==> src/rtl/dpe_ingress_arbiter.sv <==
// dpe_ingress_arbiter: packet-level round-robin merge of N_SRC AXI-Stream ingress FIFOs onto one stream.
// Ports:
//   i_clk, i_rst (asynchronous, active-low)
//   i_cfg_src_en            per-source enable, only consulted while arbitrating in IDLE
//   i_s_*/o_s_tready        per-source AXI-Stream slaves, source i at slice i
//   o_m_*/i_m_tready        merged AXI-Stream master, o_m_tuser_src stamps the granted source
//   o_grant_vld/o_grant_src packet grant active / current or last granted source
// Build option: define DPE_ARB_CPU_PRIO_EN to let source 0 win every arbitration it requests.
module dpe_ingress_arbiter #(
  parameter int N_SRC  = 5,
  parameter int DATA_W = 128,
  parameter int KEEP_W = 16,
  parameter int ADDR_W = 3
) (
  input  logic                     i_clk,
  input  logic                     i_rst,
  input  logic [N_SRC-1:0]         i_cfg_src_en,
  input  logic [N_SRC-1:0]         i_s_tvalid,
  output logic [N_SRC-1:0]         o_s_tready,
  input  logic [N_SRC*DATA_W-1:0]  i_s_tdata,
  input  logic [N_SRC*KEEP_W-1:0]  i_s_tkeep,
  input  logic [N_SRC-1:0]         i_s_tlast,
  input  logic [N_SRC-1:0]         i_s_tuser_bypass_all,
  input  logic [N_SRC-1:0]         i_s_tuser_bypass_stg,
  input  logic [N_SRC*ADDR_W-1:0]  i_s_tuser_dst,
  output logic                     o_m_tvalid,
  input  logic                     i_m_tready,
  output logic [DATA_W-1:0]        o_m_tdata,
  output logic [KEEP_W-1:0]        o_m_tkeep,
  output logic                     o_m_tlast,
  output logic                     o_m_tuser_bypass_all,
  output logic                     o_m_tuser_bypass_stg,
  output logic [ADDR_W-1:0]        o_m_tuser_src,
  output logic [ADDR_W-1:0]        o_m_tuser_dst,
  output logic                     o_grant_vld,
  output logic [ADDR_W-1:0]        o_grant_src
);
  typedef enum logic {IDLE, PKT} state_t;
  state_t r_state, w_state_nxt;
  logic [ADDR_W-1:0] r_grant_src, w_pick, w_idx;
  logic [N_SRC-1:0] w_req;
  assign w_req = i_s_tvalid & i_cfg_src_en;
  // Scanning from farthest to nearest lets the nearest requester after the pointer win.
  always_comb begin
    w_pick = r_grant_src;
    w_idx = '0;
    for (int k = N_SRC; k >= 1; k--) begin
      w_idx = ADDR_W'((int'(r_grant_src) + k) % N_SRC);
      if (w_req[w_idx]) w_pick = w_idx;
    end
`ifdef DPE_ARB_CPU_PRIO_EN
    if (w_req[0]) w_pick = '0;
`endif
  end
  always_comb begin
    o_s_tready = '0;
    o_m_tvalid = 1'b0;
    o_m_tdata = '0;
    o_m_tkeep = '0;
    o_m_tlast = 1'b0;
    o_m_tuser_bypass_all = 1'b0;
    o_m_tuser_bypass_stg = 1'b0;
    o_m_tuser_dst = '0;
    for (int i = 0; i < N_SRC; i++) begin
      if (r_state == PKT && r_grant_src == ADDR_W'(i)) begin
        o_s_tready[i] = i_m_tready;
        o_m_tvalid = i_s_tvalid[i];
        o_m_tdata = i_s_tdata[i*DATA_W +: DATA_W];
        o_m_tkeep = i_s_tkeep[i*KEEP_W +: KEEP_W];
        o_m_tlast = i_s_tlast[i];
        o_m_tuser_bypass_all = i_s_tuser_bypass_all[i];
        o_m_tuser_bypass_stg = i_s_tuser_bypass_stg[i];
        o_m_tuser_dst = i_s_tuser_dst[i*ADDR_W +: ADDR_W];
      end
    end
    o_m_tuser_src = r_state == PKT ? r_grant_src : '0;
    w_state_nxt = r_state == IDLE ? (|w_req ? PKT : IDLE)
                                  : (o_m_tvalid && i_m_tready && o_m_tlast ? IDLE : PKT);
  end
  assign o_grant_vld = r_state == PKT;
  assign o_grant_src = r_grant_src;
  // Pointer resets to the last source so source 0 is first in the scan.
  always_ff @(posedge i_clk or negedge i_rst) begin
    if (!i_rst) begin
      r_state <= IDLE;
      r_grant_src <= ADDR_W'(N_SRC - 1);
    end else begin
      r_state <= w_state_nxt;
      if (r_state == IDLE && |w_req) r_grant_src <= w_pick;
    end
  end
endmodule

==> config.mk <==
export PLATFORM = sky130hd
export DESIGN_NAME = dpe_ingress_arbiter
export DESIGN_NICKNAME = d
export VERILOG_FILES = /design/src/rtl/dpe_ingress_arbiter.sv
export SDC_FILE = /design/constraint.sdc
export NUM_CORES = 1
export LEC_CHECK = 0
export ABC_AREA = 1
export BUFFER_PORTS_ARGS = -buffer_cell sky130_fd_sc_hd__buf_4
export CAP_MARGIN = 20
export CORE_AREA = 8 8 351 353
export DETAILED_ROUTE_END_ITERATION = 7
export DIE_AREA = 0 0 359 361
export GPL_TIMING_DRIVEN = 0
export SLEW_MARGIN = 20
export SYNTH_ARGS = -nofsm -noshare
export SYNTH_HDL_FRONTEND = slang
export SYNTH_SLANG_ARGS = --single-unit
==> constraint.sdc <==
create_clock -name i_clk -period 3.7 [get_ports i_clk]
set_input_delay 0 -clock i_clk [delete_from_list [all_inputs] [get_ports i_clk]]
set_output_delay 0 -clock i_clk [all_outputs]
set_load 0.01 [all_outputs]
==> flow_metrics.tcl, run 1 <==
set metrics [dict create \
    start_util_pct 6.62 \
    power_density_mw_per_mm2 977 \
    grt.overflow.total 0 \
    fill_cells 13800 \
    postPlaceCellArea_sq_mm 0.0168 \
    startpoint "o_grant_src[0]" \
    r2r_slack_ns 0.19 \
    fin_skew_ns 0.0104 \
    grtUsageMet1_pct 21.6 \
    grt_start_max_net_pins 20 \
    cts.sinks 4 \
    rows 126 \
    fin_area_sq_mm 0.0174 \
    met3_usage_pct 5.55 \
    synth_seq_area_share_pct 1.30 \
    cp-end-kind "output port" \
    syn_area_per_cell_sq_um 5.05 \
    hold_class "in -> reg" \
    yosysWarnings 0 \
    path_class "reg -> out" \
    fp.dieW_um 359 \
    vdd_drop_max_mv 0.407 \
    fin_ws_ns -0.0269 \
    finalSetupViolCount 1 \
    worstReg2RegStart "o_grant_src[1]" \
    via_per_inst 4.06 \
    cp_top_family "buffers and inverters" \
    gp_congestion 0.958 \
    clockRootBuffer "clkbuf_16" \
    slowest_stage "o211ai_1" \
    async_flop_share_pct 100 \
    cts_tree "done" \
    p_sw_share_pct 64.0 \
    fin_tns_setup_ns -0.0269 \
    synth_ff_type "dfrtp_1" \
    insertion_delay_ns 0.24 \
    synth.top_cells.by_area "nand3_1 (21%), nand2_1 (19%), o211ai_1 (12%)" \
    drt.antenna.violating_nets 0 \
    leakagePower_nw 8.13 \
    crit_path_start_kind "flop" \
    antenna_found_initial 57 \
    grt.met2_usage_pct 28.2 \
    yosysTopAreaCell "nand3_1" \
    p_seq_share_pct 0.7 \
    drtPass1Iterations 5 \
    combPwrFrac_pct 98.2 \
    top_usage_layer "met2" \
    clk_pin_slew_worst_paths_ns 0.04 \
    io_pins 926 \
    die_area_sq_mm 0.130 \
    grt_pass1_wl_um 153000 \
    drv_cap 0 \
    areaGrowthSynthToFinish_pct 124 \
    synthCells 1541 \
    timing.critical_path.required_ns 3.70 \
    status "finished, violations left" \
    worst-path-max-fanout 14 \
    path_buf_inv 9 \
    totalWireLength_um 120000 \
    ys_ff_latch 4 \
    path_cells "buf_8, inv_2, buf_12, ha_1, inv_1, nor3_4, inv_4, clkbuf_4, buf_16, buf_1, o211ai_1, a31oi_1, buf_4" \
    p_switching_mw 10.9 \
    failed_checks "negative setup slack" \
    drive_gt1_share_pct 43.6 \
    wire_per_inst_um 29.5 \
    worstMarginPinSlew_ns 1.12 \
    synth_area_sq_mm 0.00778 \
    globalRouteTotalUtil_pct 17.1 \
    hold_violations 0 \
    synth.top_cell.area_share_pct 21.1 \
    drt_iter0_drc 1638 \
    period_needed_ns 3.73 \
    report.final.slew_viol_count 0 \
    p_int_mw 6.13 \
    core_sq_mm 0.117 \
    synthesis.nets 2331 \
    fin_util_pct 14.8 \
    whs_ns 0.123 \
    grt_pass1_vias 16200 \
    synth_edf_count 0 \
    nets 3292 \
    drcViolationCount 0 \
    period_share_pct 101 \
    vias 16500 \
    hpwl_um 106000 \
    fmax_mhz 268 \
    port_buffers 925 \
    numCtsBuffers 3 \
    p_clk_share_pct 1.1 \
    synth_cell_types 41 \
    hold_start "i_m_tready" \
    slowest_delay_ns 0.58 \
    dieHeight_um 361 \
    arrival_ns 3.73 \
    htree_levels 1 \
    clk_path_buf_depth 2 \
    slew_headroom_pct 24.7 \
]
==> registers in the layout (all words and copies together) (netlist names) <==
name	count
o_grant_src	3
o_grant_vld	1
==> final timing paths <==
path                                  end  depth (start not counted)
max in group asynchronous  o_grant_src[2]                          2
setup reg to reg           o_grant_src[1]                         25
hold reg to reg            o_grant_src[2]                          4
min in group asynchronous     o_grant_vld                          2
setup / recovery            o_m_tdata[60]                         13
hold / removal                o_grant_vld                          4
==> cells in the final DEF, fill, tap and decap left out, types with 15 or more instances in the layout <==
master    count
buf_1        20
o21ai_0      67
nand2_1     400
clkbuf_2     28
clkbuf_1     74
ha_1         22
a21oi_1      33
diode_2      23
nor2_1      138
buf_2        15
nand3_1     326
o211ai_1    120
buf_4       951
a31oi_1     123
inv_1        38
a211oi_1     29
nand2_2      23
==> synth_stat cells, drive strengths merged, types with 27 or more instances <==
master and instances:
clkbuf 111, a31oi 123, nor2 144, inv 52, buf 41, ha 27
nand3 331, a21oi 37, nand2 426, o21ai 72, o211ai 120, a211oi 30
==> layer usage <==
| layer | part of all wire, % | vias to the layer above |
|---|---|---|
| li1 | - | 7429 |
| met2 | 45 | 1024 |
| met1 | 41 | 7843 |
| met4 | 3.2 | 28 |
| met5 | 0.14 | - |
| met3 | 10 | 141 |
==> tightest hold or removal path, cell delays in order <==
cell and delay (ns):
buf_4 0.09, nand3_1 0.09, nand2_1 0.07, nand2_1 0.06
==> logic make-up (layout without fill, tap and decap cells) <==
family	count (synthesis)	count (layout)	share of synthesized area, %
fa+ha+maj	27	27	4.34
xor+xnor	5	5	0.563
buf+inv	206	1166	10.4
other cells	0	23	0
compound gates	387	387	32.2
flops	4	4	1.30
simple gates	912	912	51.2
==> repair_timing <==
item,CTS,global route
pin swaps,5,7
endpoints found under the setup margin,149,18
hold buffers,1,0
endpoints found under the hold margin,4,0
buffers inserted,7,18
resized for setup,56,18
==> power by group through the flow <==
stage / sequential, mW / combinational, mW / clock (mW)
4_1_cts: 0.117 / 16.5 / 0.182
2_1_floorplan: 0.116 / 7.56 / 0
6_report: 0.116 / 16.7 / 0.182
3_3_place_gp: 0.128 / 16.0 / 0
3_5_place_dp: 0.126 / 16.2 / 0
5_1_grt: 0.119 / 17.8 / 0.187
==> per-stage QoR <==
step           power [mW]  instances  setup WS (ns)
4_1_cts              16.8       4018        0.00224
6_report             17.0       4060        -0.0269
3_5_place_dp         16.3       4009          -1.06
2_1_floorplan        7.67       1541          0.106
5_1_grt              18.1       4041        -0.0180
3_3_place_gp         16.1       4002          -1.78
==> area by class of cell <==
class	count	area (sq um)	area share [%]
Multi-Input combinational cell	1331	6990	40.1
Timing Repair Buffer	959	7310	41.9
Buffer	149	751	4.31
Clock buffer	4	78.8	0.452
Sequential cell	4	104	0.596
Inverter	54	211	1.21
Antenna cell	23	57.6	0.330
Tap cell	1536	1920	11.0
Note: power is estimated with default switching activity, not from simulation.
==> inputs of run 2 (changes only) <==
==> constraint.sdc (replaced) <==
create_clock -name i_clk -period 4.8 [get_ports i_clk]
set_input_delay 0 -clock i_clk [delete_from_list [all_inputs] [get_ports i_clk]]
set_output_delay 0 -clock i_clk [all_outputs]
set_load 0.01 [all_outputs]
==> run 2 against run 1 <==
  * First-iteration DRC count fell by 1.5%
  * The flow still finishes with violations (negative setup slack)
  * Global-route usage barely moved
  * Critical path depth fell by 1
  * Flip-flop and latch count did not move
  * Critical path type unchanged
==> flow_metrics.tcl, run 2 (synthesized netlist as in run 1, its figures left out) <==
set metrics [dict create \
    status "finished, violations left" \
    failed_checks "negative setup slack" \
    multiInputGateArea_sq_mm 0.00688 \
    drcViolationCount 0 \
    finalSetupViolCount 1 \
    postPlaceCellArea_sq_mm 0.0168 \
    globalRouteTotalUtil_pct 17.1 \
    wire_per_inst_um 29.6 \
    drtPass1Iterations 5 \
    die_area_sq_mm 0.130 \
    fmax_mhz 203 \
    areaGrowthSynthToFinish_pct 118 \
    hold_violations 0 \
    vias 16400 \
    fin_util_pct 14.5 \
    gp_congestion 0.958 \
    grt_pass1_vias 16100 \
    period_needed_ns 4.92 \
    antenna_found_initial 56 \
    cts_tree "done" \
    met3_usage_pct 5.61 \
    grtUsageMet1_pct 21.6 \
    port_buffers 925 \
    power_density_mw_per_mm2 745 \
    slew_headroom_pct 18.2 \
    clockRootBuffer "clkbuf_16" \
    arrival_ns 4.92 \
    period_share_pct 102 \
    cp-end-kind "output port" \
    io_pins 926 \
    leakagePower_nw 7.89 \
    path_class "reg -> out" \
    drt_iter0_drc 1613 \
    timing.critical_path.required_ns 4.80 \
    insertion_delay_ns 0.24 \
    drv_cap 0 \
    rows 126 \
    vdd_drop_max_mv 0.301 \
    fin_area_sq_mm 0.0170 \
    stdcell_count 4041 \
    numCtsBuffers 3 \
    rsz0062_at_grt "no" \
    cts.sinks 4 \
    fill_cells 13800 \
    power_mw 12.7 \
    grt_start_max_net_pins 14 \
    fp.dieW_um 359 \
    final_common_cell "buf_4" \
    core_sq_mm 0.117 \
    grt.met2_usage_pct 28.2 \
    largest_register_ffs 3 \
    crit_path_start_kind "flop" \
    drive_gt1_share_pct 41.6 \
    hpwl_um 106000 \
    final_cell_mix "buf_4 (928), nand2_1 (403), nand3_1 (328)" \
    clk_pin_slew_worst_paths_ns 0.04 \
    dieHeight_um 361 \
    report.final.slew_viol_count 0 \
    r2r_slack_ns 0.67 \
    htree_levels 1 \
    fin_ws_ns -0.116 \
    top_usage_layer "met2" \
    dpl.cell_count 4009 \
    hold_class "in -> reg" \
    nets 3270 \
    clk_path_buf_depth 2 \
    start_util_pct 6.62 \
    totalWireLength_um 119000 \
    grt_pass1_wl_um 152000 \
    grt.overflow.total 0 \
    final-seq-area_sq_um 101 \
    drt.antenna.violating_nets 0 \
    via_per_inst 4.05 \
    cts_setup_buffers 0 \
    fin_skew_ns 0.0109 \
    whs_ns 0.119 \
    worst-path-max-fanout 13 \
    worstMarginPinSlew_ns 1.23 \
]
==> run 2: cell types whose count changed in the layout (fill, tap and decap cells not counted), sizes merged <==
| cell | delta |
|---|---|
| buf | -23 |
| diode | +3 |
| clkbuf | +1 |
==> run 2: area by class of cell <==
class                           instances  area share, %
Clock buffer                            4          0.464
Sequential cell                         4          0.597
Inverter                               54           1.21
Multi-Input combinational cell       1331           40.5
Timing Repair Buffer                  934           41.9
Tap cell                             1536           11.3
Buffer                                152           3.70
Antenna cell                           26          0.383
==> run 2: repair_timing <==
item,4_1_cts,5_1_grt
setup endpoints to repair,6,3
endpoints found under the hold margin,4,0
hold buffers,1,0
pin swaps,0,1
resized for setup,1,1
==> run 2: critical path: stages (launching register included) <==
cell      delay (ns)
dfrtp_1         0.55
inv_1           0.30
ha_1            0.19
inv_1           0.10
nor3_2          0.73
inv_2           0.41
clkbuf_2        0.43
clkbuf_2        0.52
nand3_1         0.20
nand3_1         0.54
o211ai_1        0.30
a31oi_1         0.11
buf_4           0.22
==> run 2: final timing paths <==
check,startpoint,end,cells after the start
min,i_m_tready,o_grant_vld,4
min reg2reg,o_grant_src[2],o_grant_src[2],3
max reg2reg,o_grant_src[1],o_grant_src[1],25
min in group asynchronous,i_rst,o_grant_src[0],2
max,o_grant_src[1],o_m_tdata[103],12
max in group asynchronous,i_rst,o_grant_src[2],2
==> run 2: per-layer routing <==
layer  wire [um]  share of wire, %
met1       49700                42
met2       54400                46
met3       11900               9.9
met4        3290               2.8
met5         149              0.12
==> run 2: where the power goes <==
part	leakage [nW]	switching (mW)	internal, mW
logic	7.81	8.19	4.23
clock network	0.0383	0.0306	0.110
registers	0.0442	0.0437	0.0562
total	7.89	8.26	4.40
==> run 2: stage by stage <==
stage               worst slack, ns  TNS (ns)
floorplan                      1.21         0
global placement             -0.684     -6.01
detailed placement           0.0414         0
CTS                          0.0537         0
global route                0.00581         0
finish                       -0.116    -0.116
